File: config.mk
export PLATFORM = sky130hd
export DESIGN_NAME = ultrasonic_scanner
export DESIGN_NICKNAME = d
export VERILOG_FILES = /design/src/rtl/ultrasonic_pkg.sv /design/src/rtl/echo_sync.sv /design/src/rtl/ultrasonic_scanner.sv
export SDC_FILE = /design/constraint.sdc
export NUM_CORES = 1
export LEC_CHECK = 0
export CORE_MARGIN = 4
export CORE_UTILIZATION = 55
export CTS_BUF_LIST = sky130_fd_sc_hd__clkbuf_4
export DETAILED_ROUTE_END_ITERATION = 6
export HOLD_SLACK_MARGIN = 0.02
export PLACE_DENSITY = 0.91
export RECOVER_POWER = 100
export SLEW_MARGIN = 20
export SYNTH_ARGS = -nofsm -noshare
export SYNTH_HDL_FRONTEND = slang
export SYNTH_SLANG_ARGS = --single-unit
File: constraint.sdc
create_clock -name clk -period 2.4 [get_ports clk]
set_clock_uncertainty 0.05 [all_clocks]
set_input_delay 0.48 -clock clk [delete_from_list [all_inputs] [get_ports clk]]
set_output_delay 0.48 -clock clk [all_outputs]
set_load 0.05 [all_outputs]
File: src/rtl/ultrasonic_pkg.sv
// Shared types and default timing for the ultrasonic ranging engine and the motor controller.
// Default constants assume a 125 MHz core clock.
package ultrasonic_pkg;

  typedef enum logic [2:0] {
    IDLE,
    TRIG,
    WAIT_RISE,
    MEASURE,
    HOLDOFF
  } state_e;

  localparam int DEF_NUM_CH         = 2;
  localparam int DEF_CNT_W          = 24;
  localparam int DEF_TRIG_CYCLES    = 3000;
  localparam int DEF_PERIOD_CYCLES  = 8500000;
  localparam int DEF_TIMEOUT_CYCLES = 7500000;
  localparam int DEF_NEAR_THRESH    = 304500;
  localparam int DEF_NEAR_HYST      = 20000;

  function automatic int ch_idx_w(input int n);
    return (n <= 1) ? 1 : $clog2(n);
  endfunction

endpackage

File: src/rtl/echo_sync.sv
// Parametrised-width 2-flop synchroniser for asynchronous sensor pins; output lags by two clk edges.
module echo_sync #(
  parameter int W = 1
) (
  input  logic         clk,
  input  logic         rst_n,
  input  logic [W-1:0] async_i,
  output logic [W-1:0] sync_o
);

  logic [W-1:0] meta_q, meta_d;
  logic [W-1:0] sync_q, sync_d;

  always_comb begin
    meta_d = async_i;
    sync_d = meta_q;
  end

  always_ff @(posedge clk) begin
    if (!rst_n) begin
      meta_q <= '0;
      sync_q <= '0;
    end else begin
      meta_q <= meta_d;
      sync_q <= sync_d;
    end
  end

  assign sync_o = sync_q;

endmodule

File: src/rtl/ultrasonic_scanner.sv
// Round-robin multi-channel ultrasonic ranging: one trigger/measure slot per sensor, results valid 3 cycles after echo falls.
// NEAR_HYST_EN: when defined, the near flag uses a set/release hysteresis band of NEAR_HYST cycles.
module ultrasonic_scanner
  import ultrasonic_pkg::*;
#(
  parameter int NUM_CH         = DEF_NUM_CH,
  parameter int CNT_W          = DEF_CNT_W,
  parameter int TRIG_CYCLES    = DEF_TRIG_CYCLES,
  parameter int PERIOD_CYCLES  = DEF_PERIOD_CYCLES,
  parameter int TIMEOUT_CYCLES = DEF_TIMEOUT_CYCLES,
  parameter int NEAR_THRESH    = DEF_NEAR_THRESH,
  parameter int NEAR_HYST      = DEF_NEAR_HYST
) (
  input  logic                    clk,
  input  logic                    rst_n,
  input  logic                    enable,
  input  logic [NUM_CH-1:0]       echo,
  output logic [NUM_CH-1:0]       trig,
  output logic [NUM_CH*CNT_W-1:0] width,
  output logic [NUM_CH-1:0]       valid,
  output logic [NUM_CH-1:0]       timeout,
  output logic [NUM_CH-1:0]       near,
  output logic                    busy
);

  localparam int CH_W = ch_idx_w(NUM_CH);

  localparam logic [CNT_W-1:0] TRIG_LAST   = CNT_W'(TRIG_CYCLES - 1);
  localparam logic [CNT_W-1:0] TIMEOUT_AT  = CNT_W'(TIMEOUT_CYCLES);
  localparam logic [CNT_W-1:0] PERIOD_LAST = CNT_W'(PERIOD_CYCLES - 1);
  localparam logic [CNT_W-1:0] NEAR_LVL    = CNT_W'(NEAR_THRESH);
  localparam logic [CH_W-1:0]  CH_LAST     = CH_W'(NUM_CH - 1);
`ifdef NEAR_HYST_EN
  localparam logic [CNT_W-1:0] FAR_LVL     = CNT_W'(NEAR_THRESH + NEAR_HYST);
`endif

  if ((NUM_CH < 1) || (NUM_CH > 8) ||
      (TRIG_CYCLES < 1) || (TRIG_CYCLES >= TIMEOUT_CYCLES) ||
      (TIMEOUT_CYCLES >= PERIOD_CYCLES) ||
      ((64'd1 << CNT_W) <= 64'(PERIOD_CYCLES)) ||
      (NEAR_HYST < 0) ||
      ((64'd1 << CNT_W) <= 64'(NEAR_THRESH + NEAR_HYST))) begin : g_bad_cfg
    $error("ultrasonic_scanner: inconsistent timing parameters");
  end

  logic [NUM_CH-1:0] echo_s;

  echo_sync #(.W(NUM_CH)) u_echo_sync (
    .clk     (clk),
    .rst_n   (rst_n),
    .async_i (echo),
    .sync_o  (echo_s)
  );

  state_e                        state_q, state_d;
  logic [CH_W-1:0]               ch_q, ch_d;
  logic [CNT_W-1:0]              slot_q, slot_d;
  logic [CNT_W-1:0]              echo_cnt_q, echo_cnt_d;
  logic                          echo_prev_q, echo_prev_d;
  logic [NUM_CH-1:0][CNT_W-1:0]  width_q, width_d;
  logic [NUM_CH-1:0]             valid_q, valid_d;
  logic [NUM_CH-1:0]             timeout_q, timeout_d;
  logic [NUM_CH-1:0]             near_q, near_d;

  logic              echo_cur;
  logic              done;
  logic              done_to;
  logic [NUM_CH-1:0] ch_oh;

  assign echo_cur = echo_s[ch_q];
  assign ch_oh    = NUM_CH'(1) << ch_q;

  always_comb begin
    state_d     = state_q;
    ch_d        = ch_q;
    slot_d      = slot_q + 1'b1;
    echo_cnt_d  = echo_cnt_q;
    echo_prev_d = echo_cur;
    done        = 1'b0;
    done_to     = 1'b0;

    case (state_q)
      IDLE: begin
        slot_d = '0;
        if (enable) state_d = TRIG;
      end
      TRIG: begin
        if (slot_q == TRIG_LAST) state_d = WAIT_RISE;
      end
      WAIT_RISE: begin
        if (slot_q == TIMEOUT_AT) begin
          done    = 1'b1;
          done_to = 1'b1;
        end else if (echo_cur && !echo_prev_q) begin
          // The rising cycle is itself one high cycle of the pulse.
          echo_cnt_d = CNT_W'(1);
          state_d    = MEASURE;
        end
      end
      MEASURE: begin
        if (slot_q == TIMEOUT_AT) begin
          done    = 1'b1;
          done_to = 1'b1;
        end else if (echo_cur) begin
          echo_cnt_d = (&echo_cnt_q) ? echo_cnt_q : echo_cnt_q + 1'b1;
        end else begin
          done = 1'b1;
        end
      end
      HOLDOFF: begin
        if (slot_q == PERIOD_LAST) begin
          slot_d  = '0;
          ch_d    = (ch_q == CH_LAST) ? '0 : ch_q + 1'b1;
          state_d = enable ? TRIG : IDLE;
        end
      end
      default: begin
        state_d = IDLE;
        slot_d  = '0;
      end
    endcase

    if (done) state_d = HOLDOFF;
  end

  always_comb begin
    width_d   = width_q;
    timeout_d = timeout_q;
    near_d    = near_q;
    valid_d   = '0;
    if (done) begin
      valid_d[ch_q]   = 1'b1;
      timeout_d[ch_q] = done_to;
      if (done_to) begin
        width_d[ch_q] = '1;
        near_d[ch_q]  = 1'b0;
      end else begin
        width_d[ch_q] = echo_cnt_q;
`ifdef NEAR_HYST_EN
        if (echo_cnt_q < NEAR_LVL)      near_d[ch_q] = 1'b1;
        else if (echo_cnt_q >= FAR_LVL) near_d[ch_q] = 1'b0;
`else
        near_d[ch_q] = (echo_cnt_q < NEAR_LVL);
`endif
      end
    end
  end

  always_ff @(posedge clk) begin
    if (!rst_n) begin
      state_q     <= IDLE;
      ch_q        <= '0;
      slot_q      <= '0;
      echo_cnt_q  <= '0;
      echo_prev_q <= 1'b0;
      width_q     <= '0;
      valid_q     <= '0;
      timeout_q   <= '0;
      near_q      <= '0;
    end else begin
      state_q     <= state_d;
      ch_q        <= ch_d;
      slot_q      <= slot_d;
      echo_cnt_q  <= echo_cnt_d;
      echo_prev_q <= echo_prev_d;
      width_q     <= width_d;
      valid_q     <= valid_d;
      timeout_q   <= timeout_d;
      near_q      <= near_d;
    end
  end

  assign trig    = (state_q == TRIG) ? ch_oh : '0;
  assign width   = width_q;
  assign valid   = valid_q;
  assign timeout = timeout_q;
  assign near    = near_q;
  assign busy    = (state_q != IDLE);

endmodule
# Word-level counts from Yosys, hierarchy flattened
# Cells that the tools add are included.
dict set report totals {
  word_cells 95
  regBits 111
  input_bits 5
}
dict set report classes {
  mux 34
  n_eq_ne 21
  n_shift 1
  n_lt_le_gt_ge 3
  n_bitwise 5
  reduce_logical 15
  add_sub_neg 3
}
# operator count
set op_table {}
lappend op_table {{24-bit 2-to-1 mux} 7}
lappend op_table {{24-bit case mux with 2 select lines} 2}
lappend op_table {{24-bit by 1-bit adder with 24-bit output, second input constant} 2}
lappend op_table {{48-bit bitwise mux} 1}
lappend op_table {{48-bit 2-to-1 mux} 1}
lappend op_table {{48-bit bitwise OR} 1}
lappend op_table {{24-bit demux with 1-bit select} 1}
lappend op_table {{24-bit by 12-bit == test with 1-bit output, second input constant} 1}
lappend op_table {{24-bit by 23-bit == test with 1-bit output, second input constant} 1}
lappend op_table {{24-bit == test, second input constant} 1}
lappend op_table {{24-bit by 19-bit < comparator with 1-bit output, second input constant} 1}
lappend op_table {{24-bit AND reduction} 1}
lappend op_table {{3-bit 2-to-1 mux} 6}
lappend op_table {{2-bit != test, second input constant} 9}
lappend op_table {{6-bit AND reduction} 3}
lappend op_table {{3-bit != test, second input constant} 5}
lappend op_table {{3-bit case mux with 5 select lines} 1}
lappend op_table {{1-bit 2-to-1 mux} 9}
lappend op_table {{3-bit by 2-bit == test with 1-bit output, second input constant} 2}
lappend op_table {{2-bit bitwise mux} 2}
lappend op_table {{2-bit 2-to-1 mux} 2}
lappend op_table {{2-bit AND reduction} 2}
lappend op_table {{2-bit OR reduction} 2}
lappend op_table {{3-bit by 1-bit == test with 1-bit output, second input constant} 1}
lappend op_table {{16 further kinds} 18}

# Depth between registers and ports, before layout
# Gate-level depths: netlist of run 1.
dict set report depth {
  word_depth 7
  mapped_depth 9
  ltp_nobuf 7
}

# Modules after synthesis
# Synthesis of run 1 repeated with hierarchy kept, for this count alone.
dict set report unflattened {
  hier_cells 511
  area_unflattened_um2 4983.5
}
# module seq_area_each_um2 cells_per_inst n_inst area_each_um2
set modules_own_cells {}
lappend modules_own_cells {ultrasonic_scanner 2142.1 503 1 4878.4}
lappend modules_own_cells {echo_sync 80.1 8 1 105.1}

# Worst setup path before layout of run 1
# OpenSTA, ideal clock, no wires.
dict set report synth_timing {
  kind {register -> output}
  start {register state_q[0]}
  end {output port trig[1]}
  path_stages_with_launch 4
  path_buffers 1
  required_time_ps 1870
  setup_slack_ps -469
  t_arrival_ps 2339
  path_cell_list {dfxtp_1 clkbuf_1 inv_1 nor4b_1}
}
dict set report synth_between {
  elab_chain_len 2
}
# item line
set synth_lines {}
lappend synth_lines {{start, declared} ultrasonic_scanner.sv:55} ;# state_e state_q, state_d;
lappend synth_lines {{start signal, assigned} ultrasonic_scanner.sv:161} ;# state_q <= state_d;
lappend synth_lines {{3-bit by 1-bit == test with 1-bit output} ultrasonic_scanner.sv:173} ;# assign trig = (state_q == TRIG) ? ch_oh : '0;
lappend synth_lines {{2-bit 2-to-1 mux} ultrasonic_scanner.sv:173}
lappend synth_lines {{end, declared} ultrasonic_scanner.sv:18} ;# output logic [NUM_CH-1:0] trig,
# No other way between the ends.

# Worst setup path in the final report of run 1
dict set report layout_timing {
  start {register slot_q[10]}
  end {register echo_cnt_q[14]}
}
dict set report layout_between {
  elab_chain_len 3
  elab_cells_between_ends 4
  cone_classes {3 x eq/ne; 1 x reduce/logical}
}
# item line
set layout_lines {}
lappend layout_lines {{start, declared} ultrasonic_scanner.sv:57} ;# logic [CNT_W-1:0] slot_q, slot_d;
lappend layout_lines {{start signal, assigned} ultrasonic_scanner.sv:163} ;# slot_q <= slot_d;
lappend layout_lines {{24-bit by 23-bit == test with 1-bit output *} {ultrasonic_scanner.sv:91, ultrasonic_scanner.sv:101}}
lappend layout_lines {{2-bit != test (no source line)} n/a}
lappend layout_lines {{6-bit AND reduction (no source line) *} n/a}
lappend layout_lines {{end signal, assigned} ultrasonic_scanner.sv:164} ;# echo_cnt_q <= echo_cnt_d;
lappend layout_lines {{end, declared} ultrasonic_scanner.sv:58} ;# logic [CNT_W-1:0] echo_cnt_q, echo_cnt_d;
# Mark *: on every way between the ends. The rest lies on a longest branch, timed or not.
# A chain may end at the register's enable or synchronous reset.

==> metrics.cfg, run 1 <==
[clock_tree]
cts-htree-levels = 3
cts_tree = built
cts.sinks = 111
clock_path_buffers = 2
cts_hold_buffers = 0
clock_latency_ns = 0.47
clk_transition_reported_paths_ns = 0.17
root_buffer = clkbuf_4
cts_buffers = 9

[setup_path]
cp.required_ns = 2.74
critPathLaunchType = flip-flop
r2r_start = slot_q[10]
rrSetupSlack_ns = 0.08
max_stage_delay_ns = 0.52
path_max_fanout = 11
r2r_cells = 6
r2r-end = echo_cnt_q[14]
worst_path_max_delay_cell = or4_1
critPathArrivalTime_ns = 2.66
path_cells = or3_4 -> or4_1 -> o21ai_1 -> clkbuf_2 -> nor3_1 -> o221a_2
crit_type = flip-flop to flip-flop
cp-end-kind = flip-flop

[min_path]
hold_depth = 2
min_path_type = input pin to flip-flop
min_to = timeout[1]
hold_start = rst_n

[timing]
max-slew-margin-rel_pct = 62.6
finalHoldViolCount = 0
fin_crit_sh_pct = 96.7
setup_viol = 0
fin_crit_ns = 2.32
worstMarginPinSlew_ns = 0.557
rsz0062_at_grt = no
fmax_ghz = 0.431
tns_ns = 0
slew_violations = 0

[routing]
firstDrtPassIters = 7
drt_iter0_markers = 522
met3WireLength_um = 885
num_vias = 4723
wire_per_inst_um = 18.9
avgViaCountPerCell = 6.57
drcViolationCount = 1
ant_nets = 0
m1WireLength_um = 5140
drt-total-wl_um = 13600
met2_length_um = 7080
highest_layer = met4

[floorplan]
core_area_um2 = 8850
start_util_pct = 57.2
die-area_um2 = 10800
die_x_um = 104
rows = 34
die_h_um = 104
io_pins = 62

[yosys]
synth-compound-area-share_pct = 23.4
async_flop_share_pct = 0
synthCells = 534
syn_avg_cell_area_um2 = 9.48
yosys.area_share.xor_xnor_pct = 3.98
synth.area.mux_share_pct = 0.198
synth_top_family_by_area = compound AO/OA/AOI/OAI gates
yosys.area_share.simple_pct = 22.6
synth_edf_count = 0
synth_flop_cell = dfxtp_1
syn-num-nets = 542
ys_ff_latch = 111
yosys.area_share.adder_pct = 0.741
ys_types = 62
ys_seq_area_share_pct = 43.9
syn_area_um2 = 5060
yosysWarnings = 0

[placement]
place_area_um2 = 6040
port_buffers = 61
hpwl_um = 9780
gp_congestion = 0.963

[global_routing]
grt_max_degree = 45
grt_overflow_total = 0
grt_pass1_vias = 4546
grt_pass1_wl_um = 22300
antenna_found_initial = 0
grt_usage_pct = 24.7

[finish]
layout_common_cells = dfxtp_1 (111), dlygate4sd3_1 (56), nor2_1 (47)
nets = 614
drive_above_1_share_pct = 16.2
fin_area_um2 = 6140
post-route-util_pct = 69.4
final_common_cell = dfxtp_1
antenna_cells = 0
area_delta_synth_final_pct = 21.3

[outcome]
outcome = complete, but fails checks
violations = design-rule violations

[power_and_ir_drop]
leakage_nw = 2.33
peakVddDrop_v = 0.000318
p_total_w = 0.00282
p_per_area_nw_per_um2 = 459

[run]
maxCapViolations = 0

==> cell families (layout without fill, tap and decap cells) <==
family / count (synthesis) / count (layout)
muxes: 1 / 1
AOI/OAI and AO/OA: 130 / 130
adders and majority gates: 3 / 3
DFF: 111 / 111
and+or+nand+nor: 209 / 209
xor gates and xnor gates: 23 / 23
buffers and inverters: 57 / 134
==> how the worst max path moves through the flow <==
stage / from / end / slack (ns)
finish: slot_q[10] / echo_cnt_q[14] / 0.08
global route: slot_q[10] / echo_cnt_q[14] / 0.006
CTS: slot_q[10] / width[35] / 0.10
detailed placement: slot_q[10] / width[35] / 0.13
global placement: slot_q[10] / width[33] / 0.19
floorplan: slot_q[10] / echo_cnt_q[5] / 0.16
==> synthesized netlist by cell type (3+ instances only) <==
cell | n | area share, %
o21ai_0 | 10 | 0.99
and2_1 | 10 | 1.2
inv_1 | 8 | 0.59
xnor2_1 | 7 | 1.2
ha_1 | 3 | 0.74
clkbuf_1 | 34 | 2.5
buf_2 | 9 | 0.89
a21oi_1 | 13 | 1.3
nor4_1 | 9 | 1.1
nand2_1 | 26 | 1.9
nand4b_1 | 5 | 0.86
nand2b_1 | 5 | 0.62
dfxtp_1 | 111 | 44
o21ai_1 | 5 | 0.49
and3_1 | 8 | 0.99
or4_1 | 6 | 0.89
buf_4 | 3 | 0.44
nor2_1 | 47 | 3.5
xor2_1 | 16 | 2.8
o221a_1 | 43 | 9.6
and4_1 | 6 | 1.0
or2_2 | 3 | 0.37
o41ai_1 | 4 | 0.69
o311ai_0 | 9 | 1.6
nor3_1 | 20 | 2.0
nand3b_1 | 4 | 0.59
o221a_2 | 17 | 3.8
buf_6 | 3 | 0.67
o31ai_1 | 5 | 0.74
nand3_1 | 26 | 2.6
a21bo_2 | 6 | 1.2
nand4_1 | 14 | 1.7
or3_1 | 6 | 0.74
==> metrics by stage <==
step | setup WS (ns) | instances | hold WS, ns
after global routing | 0.00606 | 719 | 0.333
after global placement | 0.193 | 703 | 0.367
after floorplan | 0.161 | 534 | 0.362
after CTS | 0.102 | 719 | 0.326
final | 0.0800 | 719 | 0.339
after detailed placement | 0.129 | 703 | 0.372
==> state kept, by name (all words and copies together) (netlist names) <==
signal and cells:
timeout 2, echo_prev_q 1, slot_q 24, u_echo_sync.sync_o 2, u_echo_sync.meta_q 2, echo_cnt_q 24
valid 2, ch_q 1, width 48, near 2, state_q 3
==> per-layer routing <==
metal / up-vias / GRT usage [%]
met5: - / 0
met4: 0 / 12.3
met3: 51 / 3.91
met2: 239 / 43.1
met1: 2249 / 29.4
li1: 2184 / -
==> worst max-delay path, delay by kind of cell (launching register included) <==
family / cells / cell delay (ns)
and+or+nand+nor: 3 / 1.00
DFF: 1 / 0.35
buffers and inverters: 1 / 0.31
AOI/OAI and AO/OA: 2 / 0.54
==> where the power goes <==
part           switching, W  internal, W  leakage (nW)
clock network      0.000642     0.000224        0.0585
logic             0.0000672    0.0000313          1.37
registers        0.00000390      0.00185         0.895
total              0.000713      0.00211          2.33
==> cell type report <==
| cell class | instances | area (µm²) |
|---|---|---|
| sequential | 111 | 2220 |
| clock buffer | 9 | 67.6 |
| timing repair buffer | 110 | 1030 |
| clock inverter | 7 | 55.1 |
| multi-input combinational | 366 | 2600 |
| fill | 665 | 2710 |
| inverter | 8 | 30.0 |
| tap | 108 | 135 |
==> what timing repair did <==
action	4_1_cts	5_1_grt
endpoints found under the hold margin	0	0
setup endpoints to repair	0	35
gates resized for setup	0	2
setup buffers	0	0
No activity file was read; power rests on OpenSTA's default activity.
==> run 2: changes to the inputs <==
--- a/config.mk
+++ b/config.mk
@@ -5,13 +5,15 @@
 export SDC_FILE = /design/constraint.sdc
 export NUM_CORES = 1
 export LEC_CHECK = 0
+export ABC_AREA = 1
 export CORE_MARGIN = 4
 export CORE_UTILIZATION = 55
 export CTS_BUF_LIST = sky130_fd_sc_hd__clkbuf_4
 export DETAILED_ROUTE_END_ITERATION = 6
 export HOLD_SLACK_MARGIN = 0.02
-export PLACE_DENSITY = 0.91
+export PLACE_DENSITY = 0.9
 export RECOVER_POWER = 100
+export SKIP_CTS_REPAIR_TIMING = 1
 export SLEW_MARGIN = 20
 export SYNTH_ARGS = -nofsm -noshare
 export SYNTH_HDL_FRONTEND = slang
==> metrics.cfg, run 2 <==
[outcome]
outcome = completed

[power_and_ir_drop]
leakage_nw = 2.32  ; -0.38%
p_total_w = 0.00416  ; +47%
p_per_area_nw_per_um2 = 645  ; +40%
peakVddDrop_v = 0.000483  ; +52%

[floorplan]
rows = 36  ; +5.9%
die-area_um2 = 11900  ; +9.7%
io_pins = 62  ; unchanged
die_h_um = 109  ; +4.8%
core_area_um2 = 9860  ; +11%
start_util_pct = 56.8  ; -0.47 points
die_x_um = 109  ; +4.8%

[clock_tree]
cts_buffers = 9  ; unchanged
clk_transition_reported_paths_ns = 0.17  ; about the same
cts-htree-levels = 3  ; unchanged
clock_latency_ns = 0.47  ; about the same
cts.sinks = 111  ; unchanged
root_buffer = clkbuf_4
clock_path_buffers = 2  ; unchanged
cts_tree = built

[timing]
fmax_ghz = 0.435  ; +0.89%
finalHoldViolCount = 0  ; unchanged
fin_crit_sh_pct = 95.8  ; -0.85 points
fin_crit_ns = 2.30  ; -0.0204 ns
slew_violations = 0  ; unchanged
hold_slack_ns = 0.356  ; +0.0172 ns
rsz0062_at_grt = no
layout_setup_ws_ns = 0.100  ; +0.0204 ns
setup_viol = 0  ; unchanged
tns_ns = 0  ; unchanged
worstMarginPinSlew_ns = 0.697  ; +0.140 ns
max-slew-margin-rel_pct = 53.1  ; -9.6 points

[setup_path]
cp.required_ns = 1.87  ; -0.87 ns
path_max_fanout = 2  ; -9
critPathLaunchType = flip-flop
worst_path_max_delay_cell = dlygate4sd3_1
cp_top_family = buffers and inverters
critPathBufInv = 1  ; unchanged
critPathArrivalTime_ns = 1.77  ; -0.89 ns
rrSetupSlack_ns = 0.26  ; +0.18 ns
max_stage_delay_ns = 0.89  ; +0.37 ns
cp-end-kind = output pin
path_cells = dlygate4sd3_1
crit_type = flip-flop to output pin

[global_routing]
grt_max_degree = 53  ; +18%
grt_pass1_vias = 5093  ; +12%
grt_usage_pct = 25.5  ; +0.80 points
grt_pass1_wl_um = 24400  ; +9.5%
grt_overflow_total = 0  ; unchanged
antenna_found_initial = 1  ; +1

[finish]
regArea_um2 = 2220  ; about the same
layout_common_cells = nor2_1 (160), nand2_1 (151), dfxtp_1 (110)
area_delta_synth_final_pct = 15.1
largest_reg_flops = 48  ; unchanged
multi_input_area_um2 = 2880  ; +11%
drive_above_1_share_pct = 5.26  ; -11 points
nets = 897  ; +46%
fill_cells = 893  ; +34%
final_common_cell = nor2_1

[yosys]
syn-num-nets = 855  ; +58%
synth_flop_cell = dfxtp_1
ys_seq_area_share_pct = 39.7  ; -4.2 points
async_flop_share_pct = 0  ; unchanged
synth_edf_count = 0  ; unchanged
yosys.area.top_type_share_pct = 39.7  ; -4.2 points
synthCells = 847  ; +59%
ys_ff_latch = 111  ; unchanged
yosysMostFrequentCell = nor2_1
synthTopCellsByCount = nor2_1 (160), nand2_1 (151), dfxtp_1 (111)
ys_types = 34  ; -45%
yosysWarnings = 0  ; unchanged
syn_avg_cell_area_um2 = 6.61  ; -30%
synth_top_cell_by_area = dfxtp_1
syn_area_um2 = 5600  ; +11%
synthTopCellsByArea = dfxtp_1 (40%), nor2_1 (11%), nand2_1 (10%)

[routing]
ant_nets = 0  ; unchanged
firstDrtPassIters = 7  ; unchanged
drt_iter0_markers = 629  ; +20%
wire_per_inst_um = 14.0  ; -26%
num_vias = 5627  ; +19%
drt-total-wl_um = 14400  ; +5.9%
avgViaCountPerCell = 5.48  ; -17%
drcViolationCount = 0  ; -1

[placement]
place_ws_ns = 0.316  ; +0.187 ns
port_buffers = 61  ; unchanged
gp_congestion = 0.997  ; +3.5%
hpwl_um = 10700  ; +9.3%

[min_path]
min_path_type = flip-flop to flip-flop

[run]
maxCapViolations = 0  ; unchanged

run 2: cell count changes in the layout (fill, tap and decap cells not counted), sizes merged, moves of 8 or more:
cell / change
nand2: +128
nor2: +116
a21oi: +65
inv: +61
o221a: -60
clkdlybuf4s50: +50
dlygate4sd3: -49
nor3: +43
nand3: +37
o21ai: +27
buf: -26
and2: -11
o311ai: -9
and3: -8
run 2: path summary, 6_finish.rpt:
path	startpoint	endpoint	depth (start not counted)
max	width[26]	width[26]	1
min	u_echo_sync.meta_q[0]	u_echo_sync.sync_o[0]	2
max reg2reg	echo_cnt_q[1]	echo_cnt_q[17]	9
min reg2reg	u_echo_sync.meta_q[0]	u_echo_sync.sync_o[0]	2
run 2: metal layers:
metal	routed length [µm]	GRT usage (%)	share of wire, %	vias up
met5	0	0	0	-
met2	6070	37.6	42	267
li1	-	-	-	2838
met4	221	8.66	1.5	0
met1	6830	37.3	47	2500
met3	1260	4.74	8.8	22
run 2: cell type report:
type / instances / area share, %
multi-input cells: 617 / 44.6
well taps: 133 / 2.58
diodes: 1 / 0.0388
flip-flops and latches: 111 / 34.5
inverters: 70 / 4.08
clock inverters: 6 / 1.05
clock buffers: 9 / 1.05
repair buffers: 80 / 12.1
run 2: per-stage QoR:
step                instances  utilization, %  area (µm²)
detailed placement       1011            64.0        6320
global route             1027            65.3        6450
CTS                      1026            65.4        6450
floorplan                 847               -        5600
finish                   1027            65.3        6450
global placement         1011            64.0        6320
run 2: kinds of logic after synthesis:
group           after synthesis  share of synthesized area (%)
xor+xnor                     22                           3.44
compound gates              126                           11.6
simple gates                466                           35.7
buf+inv                     119                           8.85
fa+ha+maj                     3                          0.670
flops                       111                           39.7
run 2: where the power goes:
group / switching (W) / leakage [nW] / internal, W
clock: 0.000630 / 0.0709 / 0.000321
sequential: 0.0000739 / 0.897 / 0.00195
combinational: 0.000825 / 1.35 / 0.000356
